[src/rtl/syscon_lock_monitor_pkg.sv]
// syscon_lock_monitor_pkg: shared lock-monitor state encoding, parameter defaults and counter sizing
package syscon_lock_monitor_pkg;
  localparam int DEF_SYNC_STAGES = 2;
  localparam int DEF_LOCK_CYCLES = 1024;
  localparam int DEF_RESET_HOLD  = 16;
  localparam int DEF_CNT_W       = 8;
  typedef enum logic [1:0] {
    ST_UNLOCKED = 2'd0,
    ST_QUALIFY  = 2'd1,
    ST_HOLD     = 2'd2,
    ST_RUN      = 2'd3
  } lock_state_e;
  function automatic int cnt_width(input int a, input int b);
    return $clog2(a > b ? a : b) + 1;
  endfunction
endpackage

[src/rtl/syscon_sync.sv]
// syscon_sync: SYNC_STAGES-flop synchronizer for an asynchronous level input
//   clk_i  - destination clock
//   rst_ni - asynchronous active-low reset, flops clear to 0
//   d_i    - asynchronous input
//   q_o    - synchronized output
module syscon_sync #(
  parameter int SYNC_STAGES = 2
) (
  input  logic clk_i,
  input  logic rst_ni,
  input  logic d_i,
  output logic q_o
);
  logic [SYNC_STAGES-1:0] sync_q;
  always_ff @(posedge clk_i or negedge rst_ni)
    if (!rst_ni) sync_q <= '0;
    else         sync_q <= {sync_q[SYNC_STAGES-2:0], d_i};
  assign q_o = sync_q[SYNC_STAGES-1];
endmodule

[src/rtl/syscon_lock_monitor.sv]
// syscon_lock_monitor: debounces PLL lock, sequences the fabric reset and logs loss-of-lock events
//   wb_clk       - system clock
//   wb_rst_n     - asynchronous active-low reset
//   pll_locked_i - raw lock, asynchronous to wb_clk
//   clear_i      - pulse clearing lock_lost and loss_count
//   locked       - qualified lock status
//   sys_rst      - active-high synchronous reset for the Wishbone domain
//   lock_lost    - sticky loss-of-lock flag
//   loss_count   - saturating count of loss events
module syscon_lock_monitor
  import syscon_lock_monitor_pkg::*;
#(
  parameter int SYNC_STAGES = DEF_SYNC_STAGES,
  parameter int LOCK_CYCLES = DEF_LOCK_CYCLES,
  parameter int RESET_HOLD  = DEF_RESET_HOLD,
  parameter int CNT_W       = DEF_CNT_W
) (
  input  logic             wb_clk,
  input  logic             wb_rst_n,
  input  logic             pll_locked_i,
  input  logic             clear_i,
  output logic             locked,
  output logic             sys_rst,
  output logic             lock_lost,
  output logic [CNT_W-1:0] loss_count
);
  localparam int CW = cnt_width(LOCK_CYCLES, RESET_HOLD);
  localparam logic [CW-1:0] LC_LAST = CW'(LOCK_CYCLES - 1);
  localparam logic [CW-1:0] RH_LAST = CW'(RESET_HOLD - 1);
  lock_state_e      state_q;
  logic [CW-1:0]    cnt_q;
  logic             locked_q, sys_rst_q, lost_q;
  logic [CNT_W-1:0] count_q;
  logic             s, loss;
  syscon_sync #(.SYNC_STAGES(SYNC_STAGES)) u_sync (
    .clk_i (wb_clk),
    .rst_ni(wb_rst_n),
    .d_i   (pll_locked_i),
    .q_o   (s)
  );
  // Dropping out of QUALIFY is only a failed qualification, not a loss.
  assign loss = !s && (state_q == ST_HOLD || state_q == ST_RUN);
  always_ff @(posedge wb_clk or negedge wb_rst_n)
    if (!wb_rst_n) begin
      state_q   <= ST_UNLOCKED;
      cnt_q     <= '0;
      locked_q  <= 1'b0;
      sys_rst_q <= 1'b1;
    end else begin
      case (state_q)
        ST_UNLOCKED:
          if (s) begin
            if (LOCK_CYCLES == 1) begin
              state_q  <= ST_HOLD;
              cnt_q    <= '0;
              locked_q <= 1'b1;
            end else begin
              state_q <= ST_QUALIFY;
              cnt_q   <= CW'(1);
            end
          end
        ST_QUALIFY:
          if (!s) begin
            state_q <= ST_UNLOCKED;
            cnt_q   <= '0;
          end else if (cnt_q == LC_LAST) begin
            state_q  <= ST_HOLD;
            cnt_q    <= '0;
            locked_q <= 1'b1;
          end else cnt_q <= cnt_q + CW'(1);
        ST_HOLD:
          if (!s) begin
            state_q  <= ST_UNLOCKED;
            cnt_q    <= '0;
            locked_q <= 1'b0;
          end else if (cnt_q == RH_LAST) begin
            state_q   <= ST_RUN;
            cnt_q     <= '0;
            sys_rst_q <= 1'b0;
          end else cnt_q <= cnt_q + CW'(1);
        default:
          if (!s) begin
            state_q   <= ST_UNLOCKED;
            locked_q  <= 1'b0;
            sys_rst_q <= 1'b1;
          end
      endcase
    end
  // A loss on the same edge as clear_i wins and starts the count afresh at 1.
  always_ff @(posedge wb_clk or negedge wb_rst_n)
    if (!wb_rst_n) begin
      lost_q  <= 1'b0;
      count_q <= '0;
    end else if (loss) begin
      lost_q  <= 1'b1;
      count_q <= clear_i ? CNT_W'(1) : (&count_q ? count_q : count_q + CNT_W'(1));
    end else if (clear_i) begin
      lost_q  <= 1'b0;
      count_q <= '0;
    end
  assign locked     = locked_q;
  assign sys_rst    = sys_rst_q;
  assign lock_lost  = lost_q;
  assign loss_count = count_q;
endmodule

[config.mk]
export PLATFORM = sky130hd
export DESIGN_NAME = syscon_lock_monitor
export DESIGN_NICKNAME = d
export VERILOG_FILES = /design/src/rtl/syscon_lock_monitor_pkg.sv /design/src/rtl/syscon_sync.sv /design/src/rtl/syscon_lock_monitor.sv
export SDC_FILE = /design/constraint.sdc
export NUM_CORES = 1
export LEC_CHECK = 0
export ABC_AREA = 1
export CORE_MARGIN = 5
export CORE_UTILIZATION = 55
export DETAILED_ROUTE_END_ITERATION = 7
export GPL_TIMING_DRIVEN = 0
export MAX_ROUTING_LAYER = met4
export PLACE_DENSITY = 0.8
export SLEW_MARGIN = 20
export SYNTH_ARGS = -nofsm -noshare
export SYNTH_HDL_FRONTEND = slang
export SYNTH_SLANG_ARGS = --single-unit
[constraint.sdc]
create_clock -name wb_clk -period 4.6 [get_ports wb_clk]
set_input_delay 0.69 -clock wb_clk [delete_from_list [all_inputs] [get_ports wb_clk]]
set_output_delay 0.69 -clock wb_clk [all_outputs]
set_load 0.02 [all_outputs]
==> qor.yml, run 1 <==
worst_setup_path:
  cp.depth: 1
  path_delay_family: "buffers and inverters"
  setup.worst_path.start_class: "flop"
  cp.arrival_ps: 1480
  cp_max_fo: 2
  critPathKind: "reg -> out"
  worst_path_max_delay_cell: "clkdlybuf4s50_1"
  timing.rr.end: "state_q[1]"
  worstReg2RegStart: "state_q[0]"
  slowest_delay_ps: 600
  cp.required_ps: 3910
  cp_num_buf_inv: 1
  reg2reg_depth: 8
  worstSetupEndpointType: "primary output"
  crit_chain: "clkdlybuf4s50_1"
  reg2reg_slack_ps: 2760
finish:
  final_cell_mix: "nand2_1, inv_1, dfrtp_1"
  area_growth_pct: 13.4
  fin_nets: 237
  antennaDiodeCount: 0
  utilization_pct: 65.0
  drive_above_1_share_pct: 9.78
  final_common_cell: "nand2_1"
sta:
  rsz0062_at_grt: "false"
  setup_viol: 0
  finalHoldViolations: 0
  clock.fmax_mhz: 461
  fin_ws_ps: 2430
  period_share_pct: 47.1
  maxSlewViolCount: 0
  tns_ps: 0
  slew_headroom_pct: 60.9
  tightest_slew_ps: 586
  finalCriticalPeriod_ps: 2170
  clock_skew_ps: 2.83
die:
  die_area_um2: 4020
  die_h_um: 63.4
  rows: 19
  coreArea_um2: 2730
  ioPinCount: 15
  start_util_pct: 57.3
  die_w_um: 63.4
clock_network:
  cts_root_buf: "clkbuf_4"
  clk_path_buf_depth: 2
  hold_buffers: 0
  path_clk_slew_ps: 140
  cts_setup_buffers: 0
  cts.sink_count: 26
  clock_latency_ps: 320
  cts_resized: 0
  htree_levels: 1
  cts_buffers: 3
  cts_tree: "yes"
routing:
  drt-total-wl_mm: 3.05
  drtPass1Iterations: 4
  wl_per_cell_um: 11.9
  viasPerCell: 5.22
  num_vias: 1337
  drc: 0
  ant_nets: 0
  drt_iter0_drc: 108
yosys:
  yosysUniqueCellTypes: 28
  avgSynthCellArea_um2: 7.57
  synth_top_flop_cell: "dfrtp_1"
  ys_ff_latch: 26
  syn-num-nets: 218
  netlist_area_um2: 1570
  synth_top_area_share_pct: 39.9
  syn_inst: 207
  synth_area_leaders: "dfrtp_1, nand2_1, inv_1"
  synth_largest_area_cell: "dfrtp_1"
  yosysWarnings: 0
  synth_edf_count: 0
  ys_async_sr_fraction_pct: 100
  synth_seq_area_share_pct: 41.6
power_and_ir_drop:
  peakVddDrop_mv: 0.376
  power.leakage_uw: 0.000851
  powerDensity_nw_per_um2: 413
  finalPower_uw: 733
global_route:
  grt_antenna_before_repair: 0
  grt_util_met3_pct: 2.84
  grt_pass1_wl_mm: 5.63
  grtUsageTotal_pct: 17.4
  grt_pass1_vias: 1266
  grt-ovfl-total: 0
  use_met2_pct: 25.8
  top_usage_layer: "met2"
  grt_max_degree: 27
  grtUsageMet1_pct: 24.6
place:
  dp_slack_ps: 2660
  dp_hpwl_mm: 2.30
  portBuffers: 14
  routabilityCongestion: 0.858
run:
  cap_violations: 0
hold_path:
  min_path_type: "in -> async"
status:
  status: "completed"
area by class of cell:
cell class | instances | area (um2)
Fill cell | 250 | 957
Timing Repair Buffer | 14 | 135
Inverter | 32 | 125
Tap cell | 31 | 38.8
Multi-Input combinational cell | 148 | 778
Buffer | 1 | 11.3
Sequential cell | 26 | 652
Clock buffer | 4 | 36.3
power by group:
part | leakage, uW | switching, uW | total [uW] | internal [uW]
logic | 0.000482 | 216 | 333 | 117
clock network | 0.0000210 | 68.5 | 117 | 48.3
registers | 0.000348 | 27.1 | 284 | 257
total | 0.000851 | 311 | 733 | 422
flip-flops by register name, indices dropped and copies added (netlist names):
signal and cells:
state_q 2, loss_count 8, u_sync.sync_q 2, cnt_q 11
lock_lost 1, locked 1, sys_rst 1
per-stage QoR:
step / hold WS [ps] / area, um2 / cells
4_1_cts: 362 / 1780 / 256
3_3_place_gp: 334 / 1750 / 252
6_report: 345 / 1780 / 256
3_5_place_dp: 338 / 1740 / 252
2_1_floorplan: 331 / 1570 / 207
5_1_grt: 361 / 1780 / 256
kinds of logic after synthesis:
group / count (synthesis) / synth area share [%]
DFF: 26 / 41.6
AOI/OAI and AO/OA: 32 / 12.1
xor gates and xnor gates: 6 / 3.35
adders and majority gates: 7 / 5.59
and+or+nand+nor: 103 / 28.7
buffers and inverters: 33 / 8.71
worst max path at each step:
stage                          start       endpoint  slack (ps)
after global placement      wb_rst_n  loss_count[1]        2460
after global routing         sys_rst        sys_rst        2370
after floorplan           state_q[0]     state_q[0]        3000
after CTS                    sys_rst        sys_rst        2420
final                        sys_rst        sys_rst        2430
after detailed placement     clear_i  loss_count[5]        2660
routing by layer:
metal | vias up | share of wire, %
met2 | 22 | 45
met1 | 618 | 52
met5 | - | 0
li1 | 695 | -
met4 | 0 | 0.69
met3 | 2 | 2.4
synth_stat cells (3+ instances only):
cell     count
a21oi_1     15
dfrtp_1     25
nor3_1       3
nand3_1     10
nor2_2       3
xor2_1       5
nor2_1      19
nand4_1      4
inv_1       29
ha_1         7
o21ai_0      9
nand2_1     58
(Power assumes the default switching activity.)
==> inputs of run 2 (changes only) <==
- clock period: 4.6 -> 2.05 ns (I/O delays scaled with it)
==> run 2 against run 1 <==
  * Cell count up 0.39%
  * Utilization up 0.37 points
  * Non-clock buffer count up 1
  * Clock power up 120%
  * Largest power group unchanged
  * Die area unchanged
  * Combinational power up 120%
  * Sequential power up 120%
  * Clock skew about the same
  * Global-route usage up 0.11 points
==> qor.yml, run 2 (same netlist as run 1, synthesis figures left out) <==
die:
  ioPinCount: 15  # unchanged
  die_w_um: 63.4  # unchanged
  start_util_pct: 57.3  # unchanged
  die_h_um: 63.4  # unchanged
  coreArea_um2: 2730  # unchanged
  die_area_um2: 4020  # unchanged
  rows: 19  # unchanged
worst_setup_path:
  cp.arrival_ps: 2060  # +580 ps
  worstReg2RegStart: "state_q[0]"
  setup.worst_path.start_class: "flop"
  cp_max_fo: 10  # +8
  crit_start: "state_q[0]"
  reg2reg_depth: 8  # unchanged
  timing.rr.end: "state_q[1]"
  critPathKind: "reg -> reg"
  cp.required_ps: 2270  # -1640 ps
  reg2reg_slack_ps: 210  # -2550 ps
  worstSetupEndpointType: "flop"
sta:
  clock_skew_ps: 2.77  # -0.0618 ps
  finalCriticalPeriod_ps: 1840
  finalHoldViolations: 0  # unchanged
  tns_ps: 0  # unchanged
  slew_headroom_pct: 60.8  # -0.12 points
  clock.fmax_mhz: 544
  maxSlewViolCount: 0  # unchanged
  setup_viol: 0  # unchanged
  rsz0062_at_grt: "false"
  period_share_pct: 89.7
  tightest_slew_ps: 588  # +1.73 ps
routing:
  drt_iter0_drc: 108  # unchanged
  viasPerCell: 5.21  # -0.17%
  wl_per_cell_um: 11.9  # about the same
  num_vias: 1340  # +0.22%
  drc: 0  # unchanged
  drtPass1Iterations: 4  # unchanged
  ant_nets: 0  # unchanged
  drt-total-wl_mm: 3.07  # +0.46%
hold_path:
  hp-start: "u_sync.sync_q[0]"
  holdPathStages: 0
  whs_endpoint: "u_sync.sync_q[1]"
  min_path_type: "reg -> reg"
run:
  cap_violations: 0  # unchanged
global_route:
  grt_antenna_before_repair: 0  # unchanged
  grt_pass1_vias: 1271  # +0.39%
  grtUsageTotal_pct: 17.5  # +0.11 points
  grt_pass1_wl_mm: 5.67  # +0.73%
  grt_max_degree: 27  # unchanged
  grt-ovfl-total: 0  # unchanged
place:
  portBuffers: 14  # unchanged
  routabilityCongestion: 0.858  # unchanged
  dp_hpwl_mm: 2.30  # unchanged
clock_network:
  cts_root_buf: "clkbuf_4"
  cts_setup_buffers: 0  # unchanged
  path_clk_slew_ps: 140  # about the same
  cts_tree: "yes"
  cts_resized: 0  # unchanged
  cts_buffers: 3  # unchanged
  htree_levels: 1  # unchanged
  clk_path_buf_depth: 2  # unchanged
  cts.sink_count: 26  # unchanged
  clock_latency_ps: 320  # about the same
power_and_ir_drop:
  peakVddDrop_mv: 0.843  # +120%
  power.leakage_uw: 0.000855  # +0.49%
  powerDensity_nw_per_um2: 922  # +120%
  finalPower_uw: 1650  # +120%
finish:
  seq_area_um2: 652  # unchanged
  largest_reg_flops: 11  # unchanged
  area_growth_pct: 14.1
  final_common_cell: "nand2_1"
  drive_above_1_share_pct: 9.73  # -0.043 points
  fin_nets: 238  # +0.42%
  multiInputGateArea_um2: 778  # unchanged
  regMostFlops: "cnt_q"
  nFillCells: 249  # -0.40%
  antennaDiodeCount: 0  # unchanged
  final_cell_mix: "nand2_1, inv_1, dfrtp_1"
status:
  status: "completed"
[run 2: cell types whose count changed in the layout (fill, tap and decap cells not counted)]
cell           before  now
dlygate4sd3_1       0    1
[run 2: report_power, final]
| part | switching, uW | internal (uW) |
|---|---|---|
| Combinational | 484 | 263 |
| Sequential | 60.8 | 576 |
| Clock | 154 | 108 |
[run 2: through the flow]
step | hold WS [ps] | instances | area [um2] | worst slack [ps] | utilization, %
detailed placement | 338 | 252 | 1740 | 221 | 63.7
global placement | 334 | 252 | 1750 | 255 | 63.8
finish | 369 | 257 | 1790 | 212 | 65.4
global route | 392 | 257 | 1790 | 52.1 | 65.4
floorplan | 11.9 | 207 | 1570 | 446 | -
CTS | 371 | 257 | 1790 | 199 | 65.4
[run 2: per-layer routing]
layer | up-vias | track usage, % | share of wire (%)
met2 | 22 | 26.0 | 45
met5 | - | - | 0
met3 | 2 | 2.66 | 2.2
li1 | 697 | - | -
met1 | 619 | 24.8 | 52
met4 | 0 | 5.19 | 0.69
[run 2: what timing repair did]
item	in CTS	in global routing
hold buffers	1	0
endpoints found under the hold margin	25	0
endpoints found under the setup margin	0	0
[run 2: how the worst max path moves through the flow]
stage                  to  cells past startpoint
2_1_floorplan  state_q[0]                      8
3_3_place_gp   state_q[1]                      8
3_5_place_dp   state_q[1]                      8
4_1_cts        state_q[1]                      8
5_1_grt        state_q[1]                      8
6_report       state_q[1]                      8
[run 2: area by class of cell]
cell class,count,area share [%]
buffer,1,0.630
clock buffer,4,2.03
inverter,32,7.00
multi-input combinational,148,43.6
sequential,26,36.5
tap,31,2.17
timing repair buffer,15,8.12
[run 2: worst max-delay path: stages, from the launching register on]
cell and delay (ps):
dfrtp_1 450, inv_1 80, ha_1 410, o21ai_4 380, inv_6 70, a21oi_2 170
nor2_2 60, nand2_1 60, nand2_1 50
